## config.mk

```make
export PLATFORM = sky130hd
export DESIGN_NAME = int_to_fp
export DESIGN_NICKNAME = d
export VERILOG_FILES = /design/src/rtl/fpu_pkg.sv /design/src/rtl/int_to_fp.sv
export SDC_FILE = /design/constraint.sdc
export NUM_CORES = 1
export LEC_CHECK = 0
export ABC_AREA = 1
export CAP_MARGIN = 30
export CORE_ASPECT_RATIO = 0.9
export CORE_MARGIN = 5
export CORE_UTILIZATION = 55
export DETAILED_ROUTE_END_ITERATION = 6
export PLACE_DENSITY_LB_ADDON = 0.25
export SLEW_MARGIN = 20
export SYNTH_ARGS = -nofsm -noshare
export SYNTH_HDL_FRONTEND = slang
export SYNTH_SLANG_ARGS = --single-unit
```

## constraint.sdc

```tcl
create_clock -name clock -period 6.1 [get_ports clock]
set_clock_uncertainty 0.05 [all_clocks]
set_input_delay 1.22 -clock clock [delete_from_list [all_inputs] [get_ports clock]]
set_output_delay 1.22 -clock clock [all_outputs]
set_load 0.02 [all_outputs]
```

## src/rtl/fpu_pkg.sv

```systemverilog
// Shared FPU definitions: format parameters, status codes and the converter state enum.
package fpu_pkg;

    // Result format {sign, exponent[EXP_W-1:0], mantissa[MAN_W-1:0]}, hidden leading 1
    localparam int unsigned BIAS  = 31;
    localparam int unsigned EXP_W = 6;
    localparam int unsigned MAN_W = 25;

    // Status codes; only EXACT and INEXACT are produced by int_to_fp
    localparam logic [3:0] EXACT     = 4'b0001;
    localparam logic [3:0] OVERFLOW  = 4'b0011;
    localparam logic [3:0] UNDERFLOW = 4'b0111;
    localparam logic [3:0] INEXACT   = 4'b1111;

    typedef enum logic [1:0] {
        IDLE = 2'd0,
        NORM = 2'd1,
        PACK = 2'd2
    } state_t;

endpackage

```

## src/rtl/int_to_fp.sv

```systemverilog
// Sequential signed 32-bit integer to floating-point converter.
// The magnitude is normalised one bit per cycle, then truncated into the
// mantissa field; discarded bits only raise the inexact status.
//
// Ports:
//   clock      - sole clock, rising edge
//   reset      - asynchronous active-high reset
//   start      - request conversion of int_in (sampled only in IDLE)
//   int_in     - two's-complement operand
//   data_out   - {sign, exponent, mantissa}, held between done pulses
//   status_out - EXACT or INEXACT, held between done pulses
//   busy       - high while a conversion is in progress (NORM, PACK)
//   done       - one-cycle pulse when data_out/status_out update
module int_to_fp #(
    parameter int unsigned BIAS  = fpu_pkg::BIAS,
    parameter int unsigned EXP_W = fpu_pkg::EXP_W,
    parameter int unsigned MAN_W = fpu_pkg::MAN_W
) (
    input  logic        clock,
    input  logic        reset,
    input  logic        start,
    input  logic [31:0] int_in,
    output logic [31:0] data_out,
    output logic [3:0]  status_out,
    output logic        busy,
    output logic        done
);

    import fpu_pkg::*;

    state_t             state_q, state_d;
    logic               sign_q, sign_d;
    logic [31:0]        mag_q, mag_d;
    logic [EXP_W-1:0]   exp_q, exp_d;
    logic [31:0]        data_q, data_d;
    logic [3:0]         status_q, status_d;
    logic               busy_q, busy_d;
    logic               done_q, done_d;

    // Next-state and next-output logic
    always_comb begin
        state_d  = state_q;
        sign_d   = sign_q;
        mag_d    = mag_q;
        exp_d    = exp_q;
        data_d   = data_q;
        status_d = status_q;
        done_d   = 1'b0;

        case (state_q)
            IDLE: begin
                if (start) begin
                    sign_d  = int_in[31];
                    // Negating -2^31 wraps back to 0x80000000, which is the correct magnitude
                    mag_d   = int_in[31] ? 32'(-int_in) : int_in;
                    exp_d   = EXP_W'(BIAS + 31);
                    state_d = NORM;
                end
            end
            NORM: begin
                if ((mag_q == 32'd0) || mag_q[31]) begin
                    state_d = PACK;
                end else begin
                    mag_d = {mag_q[30:0], 1'b0};
                    exp_d = exp_q - EXP_W'(1);
                end
            end
            PACK: begin
                if (mag_q == 32'd0) begin
                    // Zero has its own all-zero encoding rather than 1.0 x 2^(exp-BIAS)
                    data_d   = 32'd0;
                    status_d = EXACT;
                end else begin
                    data_d   = {sign_q, exp_q, mag_q[30 -: MAN_W]};
                    status_d = (|mag_q[30-MAN_W:0]) ? INEXACT : EXACT;
                end
                done_d  = 1'b1;
                state_d = IDLE;
            end
            default: state_d = IDLE;
        endcase

        busy_d = (state_d != IDLE);
    end

    // State and output registers
    always_ff @(posedge clock or posedge reset) begin
        if (reset) begin
            state_q  <= IDLE;
            sign_q   <= 1'b0;
            mag_q    <= 32'd0;
            exp_q    <= '0;
            data_q   <= 32'd0;
            status_q <= 4'd0;
            busy_q   <= 1'b0;
            done_q   <= 1'b0;
        end else begin
            state_q  <= state_d;
            sign_q   <= sign_d;
            mag_q    <= mag_d;
            exp_q    <= exp_d;
            data_q   <= data_d;
            status_q <= status_d;
            busy_q   <= busy_d;
            done_q   <= done_d;
        end
    end

    assign data_out   = data_q;
    assign status_out = status_q;
    assign busy       = busy_q;
    assign done       = done_q;

endmodule

```

### Word level (Yosys, flattened, before mapping)

Cells that the tools add are included.

| word-level totals | value |
|---|---|
| bits in registers | 79 |
| input port bits | 35 |
| word-level logic and storage cells | 36 |

| cells by class | value |
|---|---|
| $add $sub $neg | 2 |
| eq/ne operators | 4 |
| mux-type cells | 14 |
| reduce and logical (&&, ||, !) cells | 8 |

Operators by type and width:

| kind | number |
|---|---|
| $mux 32 | 4 |
| $pmux 32 s2 | 1 |
| $logic_not 32->1 | 1 |
| $neg 32->32 | 1 |
| $mux 6 | 2 |
| $pmux 6 s2 | 1 |
| $mux 4 | 2 |
| $reduce_or 6->1 | 1 |
| $sub 6x1->6 const B | 1 |
| $mux 2 | 2 |
| $ne 2x2->1 const B | 2 |
| $pmux 2 s2 | 1 |
| $reduce_bool 2->1 | 2 |
| $reduce_and 3->1 | 1 |
| $eq 2x1->1 const B | 1 |
| $eq 2x2->1 const B | 1 |
| $logic_not 2->1 | 1 |
| $reduce_and 2->1 | 1 |
| $logic_or 1x1->1 | 1 |
| $mux 1 | 1 |

### Depth between registers and ports, before layout

| depth | value |
|---|---|
| depth after elaboration | 5 |
| mapped depth | 12 |
| gate-level depth less buffers | 12 |

### Worst setup path before layout

No wires, ideal clock.

| timing | value |
|---|---|
| path kind | input port to flip-flop |
| from | input int_in[0] |
| to | register mag_q[22] |
| data arrival time | 2.255 ns |
| path slack | 3.678 ns |
| stages on the path | 11 |
| path through | inv_1 -> ha_1 -> nand2_2 -> nor2_4 -> nand3_1 -> nand2_2 -> nand3_1 -> nand2_1 -> nand2_1 -> nand3_1 -> nand2_1 |

| between the ends | value |
|---|---|
| word-level cells in the longest chain between the ends | 4 |

Ends and longest elaborated chain:

| what | RTL line | text |
|---|---|---|
| start, declared | int_to_fp.sv:22 | `input logic [31:0] int_in,` |
| $neg 32->32 | int_to_fp.sv:55 | `mag_d = int_in[31] ? 32'(-int_in) : int_in;` |
| $mux 32 | int_to_fp.sv:55 |  |
| $mux 32 | int_to_fp.sv:52 | `if (start) begin` |
| $pmux 32 s2 | int_to_fp.sv:50 | `case (state_q)` |
| end signal, assigned | int_to_fp.sv:100 | `mag_q <= mag_d;` |
| end, declared | int_to_fp.sv:33 | `logic [31:0] mag_q, mag_d;` |

No other way between the ends. The select of a mux whose other input is x is not followed.
A chain may end at the register's enable or synchronous reset.

### Worst setup path in the final report

| timing | value |
|---|---|
| from | input start |
| to | register mag_q[17] |

| between the ends | value |
|---|---|
| word-level cells in the longest chain between the ends | 2 |

Ends and longest elaborated chain:

| what | RTL line | text |
|---|---|---|
| start, declared | int_to_fp.sv:21 | `input logic start,` |
| $ne 2x2->1 (no source line) | - |  |
| $reduce_and 3->1 (no source line) | - |  |

No other way between the ends.

==> flow_metrics.env <==
export IMPL_status="finished clean"
export IMPL_min_period_ps=2740
export IMPL_crit_arrival_ps=2940
export IMPL_path_class="in2reg"
export IMPL_port_buffers=72
export IMPL_rows=31
export IMPL_post_cts_buffers=0
export IMPL_slew_headroom=0.452
export IMPL_synth_cell_types=32
export IMPL_io_pins=73
export IMPL_die_h_um=94.9
export IMPL_numCtsBuffers=9
export IMPL_dieArea_um2=9910
export IMPL_required_ps=6290
export IMPL_fin_area_um2=5320
export IMPL_vias=4317
export IMPL_synthToLayoutAreaGrowth_pct=20.5
export IMPL_final_net_count=727
export IMPL_grt_antenna_before_repair=0
export IMPL_cts_tree="built"
export IMPL_clock_sinks=77
export IMPL_setup_viol_count_final=0
export IMPL_hold_class="reg2reg"
export IMPL_place_area_um2=5130
export IMPL_crit_fanout=54
export IMPL_clk_pin_slew_ps=80
export IMPL_cp_end_kind="flip-flop"
export IMPL_rsz0062_at_grt="no"
export IMPL_ys_ff_latch=77
export IMPL_cts_root_buf="clkbuf_8"
export IMPL_finalWeightedCongestion=0.932
export IMPL_wire_per_inst_um=14.6
export IMPL_final_common_cell="nand2_1"
export IMPL_fmax_mhz=364
export IMPL_post_route_util=0.668
export IMPL_ys_seq_area_frac=0.437
export IMPL_synth_cells=631
export IMPL_mostFrequentLayoutCells="211 x nand2_1, 77 x dfrtp_1, 72 x clkdlybuf4s50_1"
export IMPL_first_pass_iters=5
export IMPL_via_per_inst=5.44
export IMPL_hold_viol=0
export IMPL_finalCritPeriodShare=0.450
export IMPL_hold_buffers=0
export IMPL_finalWirelength_um=11600
export IMPL_leakage_nw=2.59
export IMPL_dp_hpwl_um=8450
export IMPL_cts_max_level=3
export IMPL_synth_avg_cell_area_um2=6.99
export IMPL_initial_core_util=0.555
export IMPL_grt_max_degree=78
export IMPL_drive_above_1_share=0.0604
export IMPL_ant_nets=0
export IMPL_ys_warn_count=0
export IMPL_vdd_drop_max_uv=196
export IMPL_post_cts_resize_count=0
export IMPL_clk_path_buf_depth=2
export IMPL_drc=0
export IMPL_die_w_um=104
export IMPL_cp_start_kind="input pin"
export IMPL_clock_latency_ps=360
export IMPL_cap_violations=0
export IMPL_grt_ovfl_total=0
export IMPL_tightest_slew_ps=821
export IMPL_setup_tns_final_ps=0
export IMPL_syn_area_um2=4410
export IMPL_finalMaxSlewViolations=0
export IMPL_grt_pass1_vias=4022
export IMPL_pwr_density_cell_nw_per_um2=483
export IMPL_coreArea_um2=7950
export IMPL_grt_pass1_wl_um=19500
export IMPL_track_usage=0.244
export IMPL_diodes=0
export IMPL_syn_nets=668
export IMPL_drtIter0Drc=333
-- worst max-delay path, cell delays in order --
cell and delay (ps):
clkdlybuf4s50_1 460, nand2_1 190, nand2_4 510, inv_2 320, nand2_1 160, nand2_1 80
-- sequential cells by signal, indices dropped and copies added (netlist names) --
signal,count
data_out,32
mag_q,32
exp_q,6
state_q,2
status_out,2
busy,1
done,1
sign_q,1
-- power breakdown --
| part | internal, mW | switching (mW) |
|---|---|---|
| combinational | 0.481 | 0.821 |
| sequential | 0.755 | 0.152 |
| clock | 0.160 | 0.195 |
| total | 1.40 | 1.17 |
-- final timing paths --
| path | to | from | cells past startpoint | slack [ps] |
|---|---|---|---|---|
| setup / recovery | mag_q[17]$_DFFE_PP0P_ | start | 6 | 3360 |
| hold / removal | status_out[0]$_DFFE_PP0P_ | status_out[0]$_DFFE_PP0P_ | 1 | 430 |
| setup reg to reg | mag_q[17]$_DFFE_PP0P_ | state_q[1]$_DFF_PP0_ | 8 | 3590 |
| hold reg to reg | status_out[0]$_DFFE_PP0P_ | status_out[0]$_DFFE_PP0P_ | 1 | 430 |
| max in group asynchronous | mag_q[22]$_DFFE_PP0P_ | reset | 3 | 4210 |
| min in group asynchronous | mag_q[20]$_DFFE_PP0P_ | reset | 3 | 1300 |
-- stage by stage --
stage          hold slack [ps]  std cells  power (mW)  setup slack (ps)
4_1_cts                    432        794        2.56              3390
2_1_floorplan              404        631        1.77              2860
6_report                   431        794        2.56              3360
3_5_place_dp               407        778        2.21              3040
5_1_grt                    444        794        2.77              3210
3_3_place_gp               403        778        2.15              3050
-- layout make-up --
cell class | instances | area [um2]
clock buffers | 11 | 141
clock inverters | 5 | 35.0
fillers | 715 | 2640
inverters | 68 | 255
multi-input cells | 459 | 2090
flip-flops and latches | 77 | 1930
well taps | 99 | 124
repair buffers | 75 | 747
-- cells in the mapped netlist --
cell type | count | share of area
dfrtp_1 | 77 | 0.44
nor2_4 | 1 | 0.0026
nand4_1 | 7 | 0.0099
nand2_2 | 6 | 0.0085
nor2_1 | 63 | 0.054
o21ai_1 | 16 | 0.018
ha_1 | 2 | 0.0057
o22ai_1 | 6 | 0.0085
buf_6 | 2 | 0.0051
nor2_2 | 3 | 0.0043
or3_1 | 1 | 0.0014
o21ai_0 | 42 | 0.048
o211ai_1 | 1 | 0.0017
xor2_1 | 4 | 0.0079
or2_0 | 1 | 0.0014
buf_4 | 2 | 0.0034
inv_2 | 6 | 0.0051
nor3_2 | 2 | 0.0045
a41oi_1 | 1 | 0.0020
buf_2 | 14 | 0.016
clkbuf_1 | 9 | 0.0077
inv_1 | 62 | 0.053
nand2_1 | 211 | 0.18
nand3b_1 | 5 | 0.0085
a21oi_1 | 7 | 0.0079
nor3_1 | 1 | 0.0011
nand3_2 | 2 | 0.0045
nand2_4 | 1 | 0.0026
or2_2 | 2 | 0.0028
nand3_1 | 67 | 0.076
o21bai_1 | 2 | 0.0034
o31ai_1 | 5 | 0.0085
-- kinds of logic (layout without fill, tap and decap cells) --
| kind of cell | count (synthesis) | count (layout) | synth area share |
|---|---|---|---|
| compound gates | 80 | 80 | 0.0979 |
| xor+xnor | 4 | 4 | 0.00794 |
| fa+ha+maj | 2 | 2 | 0.00567 |
| buf+inv | 95 | 159 | 0.0900 |
| flops | 77 | 77 | 0.437 |
| simple gates | 373 | 373 | 0.362 |
-- metal layers --
layer / wire, um / GRT usage
met1: 5580 / 0.364
met2: 5090 / 0.358
met3: 714 / 0.0513
met4: 191 / 0.0755
met5: 0 / 0
Power figures use the tool's default switching activity.
